--- config.mk ---
export PLATFORM = sky130hd
export DESIGN_NAME = pdm_record_ctrl
export DESIGN_NICKNAME = d
export VERILOG_FILES = /design/src/rtl/pdm_record_ctrl.sv
export SDC_FILE = /design/constraint.sdc
export NUM_CORES = 1
export LEC_CHECK = 0
export CORE_MARGIN = 2
export CORE_UTILIZATION = 30
export DETAILED_ROUTE_END_ITERATION = 12
export PLACE_DENSITY = 0.54
export SYNTH_ARGS = -nofsm -noshare
export SYNTH_HDL_FRONTEND = slang
export SYNTH_SLANG_ARGS = --single-unit
--- constraint.sdc ---
create_clock -name clk -period 2.65 [get_ports clk]
set_input_delay 0.3975 -clock clk [delete_from_list [all_inputs] [get_ports clk]]
set_output_delay 0.3975 -clock clk [all_outputs]
set_load 0.02 [all_outputs]
--- src/rtl/pdm_record_ctrl.sv ---
// pdm_record_ctrl: PDM capture session controller (settle, capture to RAM, report count/peak)
// Ports: clk/rst_n (async active-low); start/stop session controls; mic_enable gates the
// front end; amplitude/amplitude_valid in; mem_we/mem_addr/mem_wdata RAM write port;
// busy, done pulse, sample_count, peak status. Define PDM_RECORD_LOOP_EN for circular
// capture with an extra wrapped output.
module pdm_record_ctrl #(
  parameter int DEPTH = 1024,
  parameter int AMP_BITS = 7,
  parameter int SETTLE_SAMPLES = 4,
  localparam int ADDR_BITS = $clog2(DEPTH)
) (
  input  logic                 clk,
  input  logic                 rst_n,
  input  logic                 start,
  input  logic                 stop,
  output logic                 mic_enable,
  input  logic [AMP_BITS-1:0]  amplitude,
  input  logic                 amplitude_valid,
  output logic                 mem_we,
  output logic [ADDR_BITS-1:0] mem_addr,
  output logic [AMP_BITS-1:0]  mem_wdata,
  output logic                 busy,
  output logic                 done,
  output logic [ADDR_BITS:0]   sample_count,
  output logic [AMP_BITS-1:0]  peak
`ifdef PDM_RECORD_LOOP_EN
  , output logic               wrapped
`endif
);
  localparam int SW = $clog2(SETTLE_SAMPLES + 1) + 1;
  localparam logic [ADDR_BITS:0] FULL = (ADDR_BITS + 1)'(DEPTH);
  typedef enum logic [1:0] {IDLE, SETTLE, CAPTURE, FINISH} state_t;
  state_t state, state_n;
  logic [SW-1:0] scnt, scnt_n;
  logic [ADDR_BITS-1:0] ptr, ptr_n, addr_n;
  logic [AMP_BITS-1:0] wdata_n, peak_n;
  logic [ADDR_BITS:0] cnt_n;
  logic mic_n, busy_n, done_n, wr, last;
`ifdef PDM_RECORD_LOOP_EN
  logic wrap_n;
`endif
  assign wr = state == CAPTURE && amplitude_valid;
  assign last = ptr == ADDR_BITS'(DEPTH - 1);
  always_comb begin
    state_n = state;
    scnt_n = scnt;
    ptr_n = ptr;
    addr_n = mem_addr;
    wdata_n = mem_wdata;
    peak_n = peak;
    cnt_n = sample_count;
    mic_n = mic_enable;
    busy_n = busy;
    done_n = 1'b0;
`ifdef PDM_RECORD_LOOP_EN
    wrap_n = wrapped | (wr && last);
`endif
    if (wr) begin
      addr_n = ptr;
      wdata_n = amplitude;
      ptr_n = ptr + 1'b1;
      cnt_n = sample_count == FULL ? sample_count : sample_count + 1'b1;
      peak_n = amplitude > peak ? amplitude : peak;
    end
    case (state)
      IDLE: if (start && !stop) begin
        state_n = SETTLE_SAMPLES == 0 ? CAPTURE : SETTLE;
        {mic_n, busy_n} = 2'b11;
        scnt_n = '0;
        ptr_n = '0;
        cnt_n = '0;
        peak_n = '0;
`ifdef PDM_RECORD_LOOP_EN
        wrap_n = 1'b0;
`endif
      end
      SETTLE: begin
        scnt_n = amplitude_valid ? scnt + 1'b1 : scnt;
        state_n = stop ? FINISH : scnt_n == SW'(SETTLE_SAMPLES) ? CAPTURE : SETTLE;
      end
`ifdef PDM_RECORD_LOOP_EN
      CAPTURE: state_n = stop ? FINISH : CAPTURE;
`else
      CAPTURE: state_n = stop || (wr && last) ? FINISH : CAPTURE;
`endif
      default: state_n = IDLE;
    endcase
    // entering FINISH: front end off and the single done pulse, all registered together
    if (state_n == FINISH) {mic_n, busy_n, done_n} = 3'b001;
  end
  always_ff @(posedge clk or negedge rst_n) begin
    if (!rst_n) begin
      state <= IDLE;
      scnt <= '0;
      ptr <= '0;
      mem_addr <= '0;
      mem_wdata <= '0;
      peak <= '0;
      sample_count <= '0;
      mic_enable <= 1'b0;
      busy <= 1'b0;
      mem_we <= 1'b0;
      done <= 1'b0;
`ifdef PDM_RECORD_LOOP_EN
      wrapped <= 1'b0;
`endif
    end else begin
      state <= state_n;
      scnt <= scnt_n;
      ptr <= ptr_n;
      mem_addr <= addr_n;
      mem_wdata <= wdata_n;
      peak <= peak_n;
      sample_count <= cnt_n;
      mic_enable <= mic_n;
      busy <= busy_n;
      mem_we <= wr;
      done <= done_n;
`ifdef PDM_RECORD_LOOP_EN
      wrapped <= wrap_n;
`endif
    end
  end
endmodule
======== Yosys cells after proc, flatten, opt, wreduce, memory -nomap -nowiden ========
Index checks and enable logic that the tools add are counted.
storage, ports and cells
  logic and storage cells ................. 55
  flip-flop bits (word level) ............. 54
  input bits .............................. 12
  output and inout bits ................... 39
cells by class
  eq/ne operators ......................... 7
  reduce and logical (&&, ||, !) cells .... 11
  add/subtract/negate cells ............... 3
  $lt $le $gt $ge ......................... 1
  muxes and demuxes ....................... 23
operators by type and width
  cell                                                  number
  2-to-1 mux 11 bit                                     4
  2-to-1 mux 10 bit                                     3
  2-to-1 mux 7 bit                                      4
  adder 11 x 1 -> 11 bit (second input constant)        1
  equality test 11 bit (second input constant)          1
  adder 10 x 1 -> 10 bit (second input constant)        1
  equality test 10 bit (second input constant)          1
  2-to-1 mux 4 bit                                      2
  case mux 4 bit (2 select lines)                       1
  > comparator 7 bit                                    1
  2-to-1 mux 2 bit                                      3
  case mux 2 bit (3 select lines)                       1
  nonzero test 2 bit                                    3
  2-to-1 mux 1 bit                                      5
  adder 4 x 1 -> 4 bit (second input constant)          1
  equality test 2 bit (second input constant)           2
  equality test 4 x 3 -> 1 bit (second input constant)  1
  AND reduction 2 bit                                   2
  logical AND 1 bit                                     3
  equality test 2 x 1 -> 1 bit (second input constant)  1
  logical NOT 2 bit                                     1
  != test 2 bit (second input constant)                 1
  logical NOT 1 bit                                     1
  logical OR 1 bit                                      1

======== Logic depth before layout (Yosys ltp) ========
  depth after elaboration ................. 9
  mapped depth ............................ 7
  mapped depth without buffers ............ 7

======== Worst setup path before layout ========
OpenSTA, ideal clock, no wires.
  path kind ............................... register to register
  start ................................... register sample_count[0]
  end ..................................... register sample_count[7]
  cell stages (with the launch flop) ...... 8
  path slack .............................. 922 ps
  path buffers ............................ 0
  setup time .............................. 122 ps
  clock period less this slack ............ 1728 ps
  data required time ...................... 2528 ps
  data arrival time ....................... 1607 ps
  cells stage by stage .................... dfrtp_1 -> inv_1 -> ha_1 -> nor4b_1 -> a41oi_2 -> nand4_1 -> xor2_1 -> nor2_1
between the ends
  longest elaborated chain between the ends .. 5
  elaborated cells between the ends (all ways) .. 6
  classes of those cells .................. add/sub (1); eq/ne (1); mux (4)
RTL lines
  item                                                            line  source
  start, declared                                                 24    output logic [ADDR_BITS:0] sample_count,
  start signal, assigned                                          114   sample_count <= cnt_n;
  adder 11 x 1 -> 11 bit or equality test 11 bit (tied branches)  62    cnt_n = sample_count == FULL ? sample_count : sample_count + 1'b1;
  2-to-1 mux 11 bit *                                             62
  2-to-1 mux 11 bit *                                             58    if (wr) begin
  2-to-1 mux 11 bit                                               66    IDLE: if (start && !stop) begin
  2-to-1 mux 11 bit *                                             65    case (state)
  net cnt_n[7]                                                    37    logic [ADDR_BITS:0] cnt_n;
Mark *: on every way through the listed nets, which the timed path passes. The rest lies on a longest branch.
A chain may end at the register's enable or synchronous reset.

======== Worst setup path after layout ========
  start ................................... input amplitude_valid
  end ..................................... register ptr[9]
between the ends
  longest elaborated chain between the ends .. 4
RTL lines
  item                  line  source
  start, declared       18    input logic amplitude_valid,
  logical AND 1 bit *   42    assign wr = state == CAPTURE && amplitude_valid;
  2-to-1 mux 10 bit *   58
  2-to-1 mux 10 bit     66
  2-to-1 mux 10 bit *   65
  net ptr_n[9]          35    logic [ADDR_BITS-1:0] ptr, ptr_n, addr_n;
  end signal, assigned  110   ptr <= ptr_n;
  end, declared         35
Marked as above.

==> key figures <==
Status
  – Status: completed

Synthesis
  – Yosys cell types: 39
  – Synth Instances: between 200 and 300
  – Count of flip-flops with a built-in enable after synthesis: 0
  – Main synth FF type: dfrtp_1
  – Synthesis warning total: 0
  – Top-area cell type share of the netlist area: 51.58%
  – FFs w/ async S/R, synth: 100.0%
  – Post-synthesis sequential area ratio: 51.58%
  – Synth area leader: dfrtp_1
  – Seq cells post-synth: 54
  – Mapped Area: 2620 sq um
  – Syn_nets: 304
  – Largest cells by area after synthesis: dfrtp_1 (52%), nand2_1 (10%), ha_1 (5.3%)
  – Syn Area/Cell: approximately 9.3 sq um

Cells and area
  – Most frequent cells in the layout: nand2_1 (71), dfrtp_1 (54), clkdlybuf4s50_1 (49), o21ai_0 (20), nor2_1 (19)
  – # nets final: 355
  – Commonest non-fill, non-tap cell in the layout: nand2_1
  – Share of cells above drive strength 1: 6.907%
  – Multi-input gate area: roughly 1200 sq um
  – Register Area: roughly 1400 sq um
  – Area Growth Syn to Fin: 28.13%
  – Layout fillers: 881
  – Ant diodes: 0

Global route
  – Vias in the first global route: 2171
  – First-pass GRT wire length: 10190 um
  – Grt ovf: 0
  – Initial antenna violation count: 0
  – All-Layer GR Usage: a little over an eighth
  – Largest net degree at the start of global routing: 55

Floorplanning
  – Site row count: 34
  – Core ar.: 8593 sq um
  – Initial Utilization: between 30% and 40%
  – I/O pin cnt: 51
  – X dimension of the die: 97.45 um
  – Chip height: 97.45 um
  – Die area: ~9500 sq um

Place
  – # port buffers: 50
  – Hpwl dp: 4349 um
  – Gpl congestion: between 0.7 and 0.8

Clock tree
  – TritonCTS clock tree: yes
  – CTS resizes: 0
  – Hold Buf Count CTS: 0
  – Max Root-Sink Buffers: 2
  – Cts bufs inserted: 5
  – Setup bufs post-CTS: 0
  – Worst skew pair latency: around 300 ps
  – Sink Count: 54
  – Clk pin slew, worst setup/hold paths: 90 ps
  – H-tree Lvls: 2
  – Root buffer cell: clkbuf_8

Routing
  – Routed WL: 6012 um
  – Pre-Repair DR Iteration Count: 4
  – Remaining routing DRC violations: 0
  – Via count: ~2100
  – Final ANT Viol Nets: 0
  – Initial DRC Count: 80
  – Drt wl/cell: 13.63 um
  – Vias per inst: 4.832

Setup path
  – Crit path kind: in -> reg
  – WP data required: roughly 2900 ps
  – Slowest cell on crit path: clkdlybuf4s50_1
  – Arr. time, crit path: 2260 ps
  – Setup crit end kind: flop
  – Cell Chain, Critical Path: clkdlybuf4s50_1 -> nand3b_4 -> inv_4 -> nand4_4 -> or3_1 -> a21oi_1
  – Crit path launch type: primary input
  – Worst-path maximum fanout: 28
  – Max incr delay on CP: 660 ps

Timing
  – Final Hold Fails: 0
  – Setup violators final: 0
  – Slew @ Worst Pin: 696.5 ps
  – Slew Viols, Final: 0
  – Hold WS: 221.3 ps
  – Clock Skews: 2.725 ps
  – Final setup TNS: 0 ps
  – Final Critical Period: 2028 ps
  – RSZ-0062 raised after global routing: no
  – Achievable Freq: approximately 490 MHz
  – Final period utilization: 76.53%
  – Rel. slew slack: 53.57%

Power
  – Final Total Pwr: 0.002901 W
  – Pwr Density: 864.3 nW/um^2
  – Maximum VDD drop: 424.0 uV
  – Lkg Pwr: approximately 1.5 nW

Job
  – Max-cap violations: 0

Worst hold path
  – Worst Hold Class: in -> async
==> final timing paths <==
| check | from | to | slack (ps) | depth (start not counted) |
|---|---|---|---|---|
| max reg2reg | sample_count[0] | sample_count[7] | 780 | 7 |
| max | amplitude_valid | ptr[9] | 620 | 6 |
| min in group clk | mem_addr[0] | mem_addr[0] | 490 | 2 |
| min reg2reg | mem_addr[0] | mem_addr[0] | 490 | 2 |
| max in group asynchronous | rst_n | ptr[4] | 1970 | 2 |
| min | rst_n | sample_count[5] | 220 | 2 |
==> per-layer routing <==
metal / routed length, um / track usage (%)
met1: 2755 / 17.00
met2: 2945 / 22.12
met3: 275 / 2.662
met4: 36 / 3.526
met5: 0 / 0
==> power breakdown <==
part / switching (W) / internal (W) / total [W]
clock: 0.000258 / 0.000264 / 0.000522
combinational: 0.000618 / 0.000532 / 0.00115
sequential: 0.000204 / 0.00102 / 0.00123
==> worst max-delay path: cells and delay by family <==
family,cells,cell delay (ps)
compound gates,1,150
buf+inv,2,950
simple gates,3,750
==> stage by stage <==
stage               worst slack (ps)  instances  util (%)  instance area [sq um]
floorplan                      921.5        281         -                   2620
global placement               386.0        433     37.78                   3247
detailed placement             321.6        433     37.78                   3247
CTS                            634.1        441     39.07                   3357
global route                   507.9        441     39.07                   3357
finish                         621.9        441     39.07                   3357
==> Yosys cell counts, types with 2 or more instances <==
library cell	count
and3_1	3
nor2b_1	2
or3_1	3
clkbuf_1	5
nor4_1	2
nor2_1	19
buf_2	3
nand4_1	9
inv_1	10
o21ai_0	20
xor2_1	10
dfrtp_1	54
xnor2_1	5
nand3_1	15
nand2_1	71
a21oi_1	16
nor3_1	2
ha_1	11
==> sequential cells by signal (all words and copies together), names as in the netlist <==
| signal | cells |
|---|---|
| peak | 7 |
| mem_we | 1 |
| mem_addr | 10 |
| ptr | 10 |
| busy | 1 |
| mem_wdata | 7 |
| done | 1 |
| sample_count | 11 |
| scnt | 4 |
| state | 2 |
==> area by class of cell <==
| type | count | share of cell area [%] |
|---|---|---|
| Multi-Input combinational cell | 205 | 35.26 |
| Sequential cell | 54 | 40.25 |
| Timing Repair Buffer | 55 | 15.88 |
| Tap cell | 108 | 4.025 |
| Clock buffer | 8 | 3.280 |
| Inverter | 11 | 1.305 |
==> cells by family (layout without fill, tap and decap cells) <==
| family | Yosys count | in the layout | synth area share, % |
|---|---|---|---|
| flip-flops | 54 | 54 | 51.58 |
| AND/OR/NAND/NOR | 134 | 134 | 24.40 |
| multiplexers | 1 | 1 | 0.3821 |
| XOR/XNOR | 15 | 15 | 5.014 |
| adder cells (fa/ha/maj) | 11 | 11 | 5.253 |
| AO/OA/AOI/OAI | 44 | 44 | 9.791 |
| buffers and inverters | 22 | 74 | 3.582 |
Power figures use the tool's default switching activity.
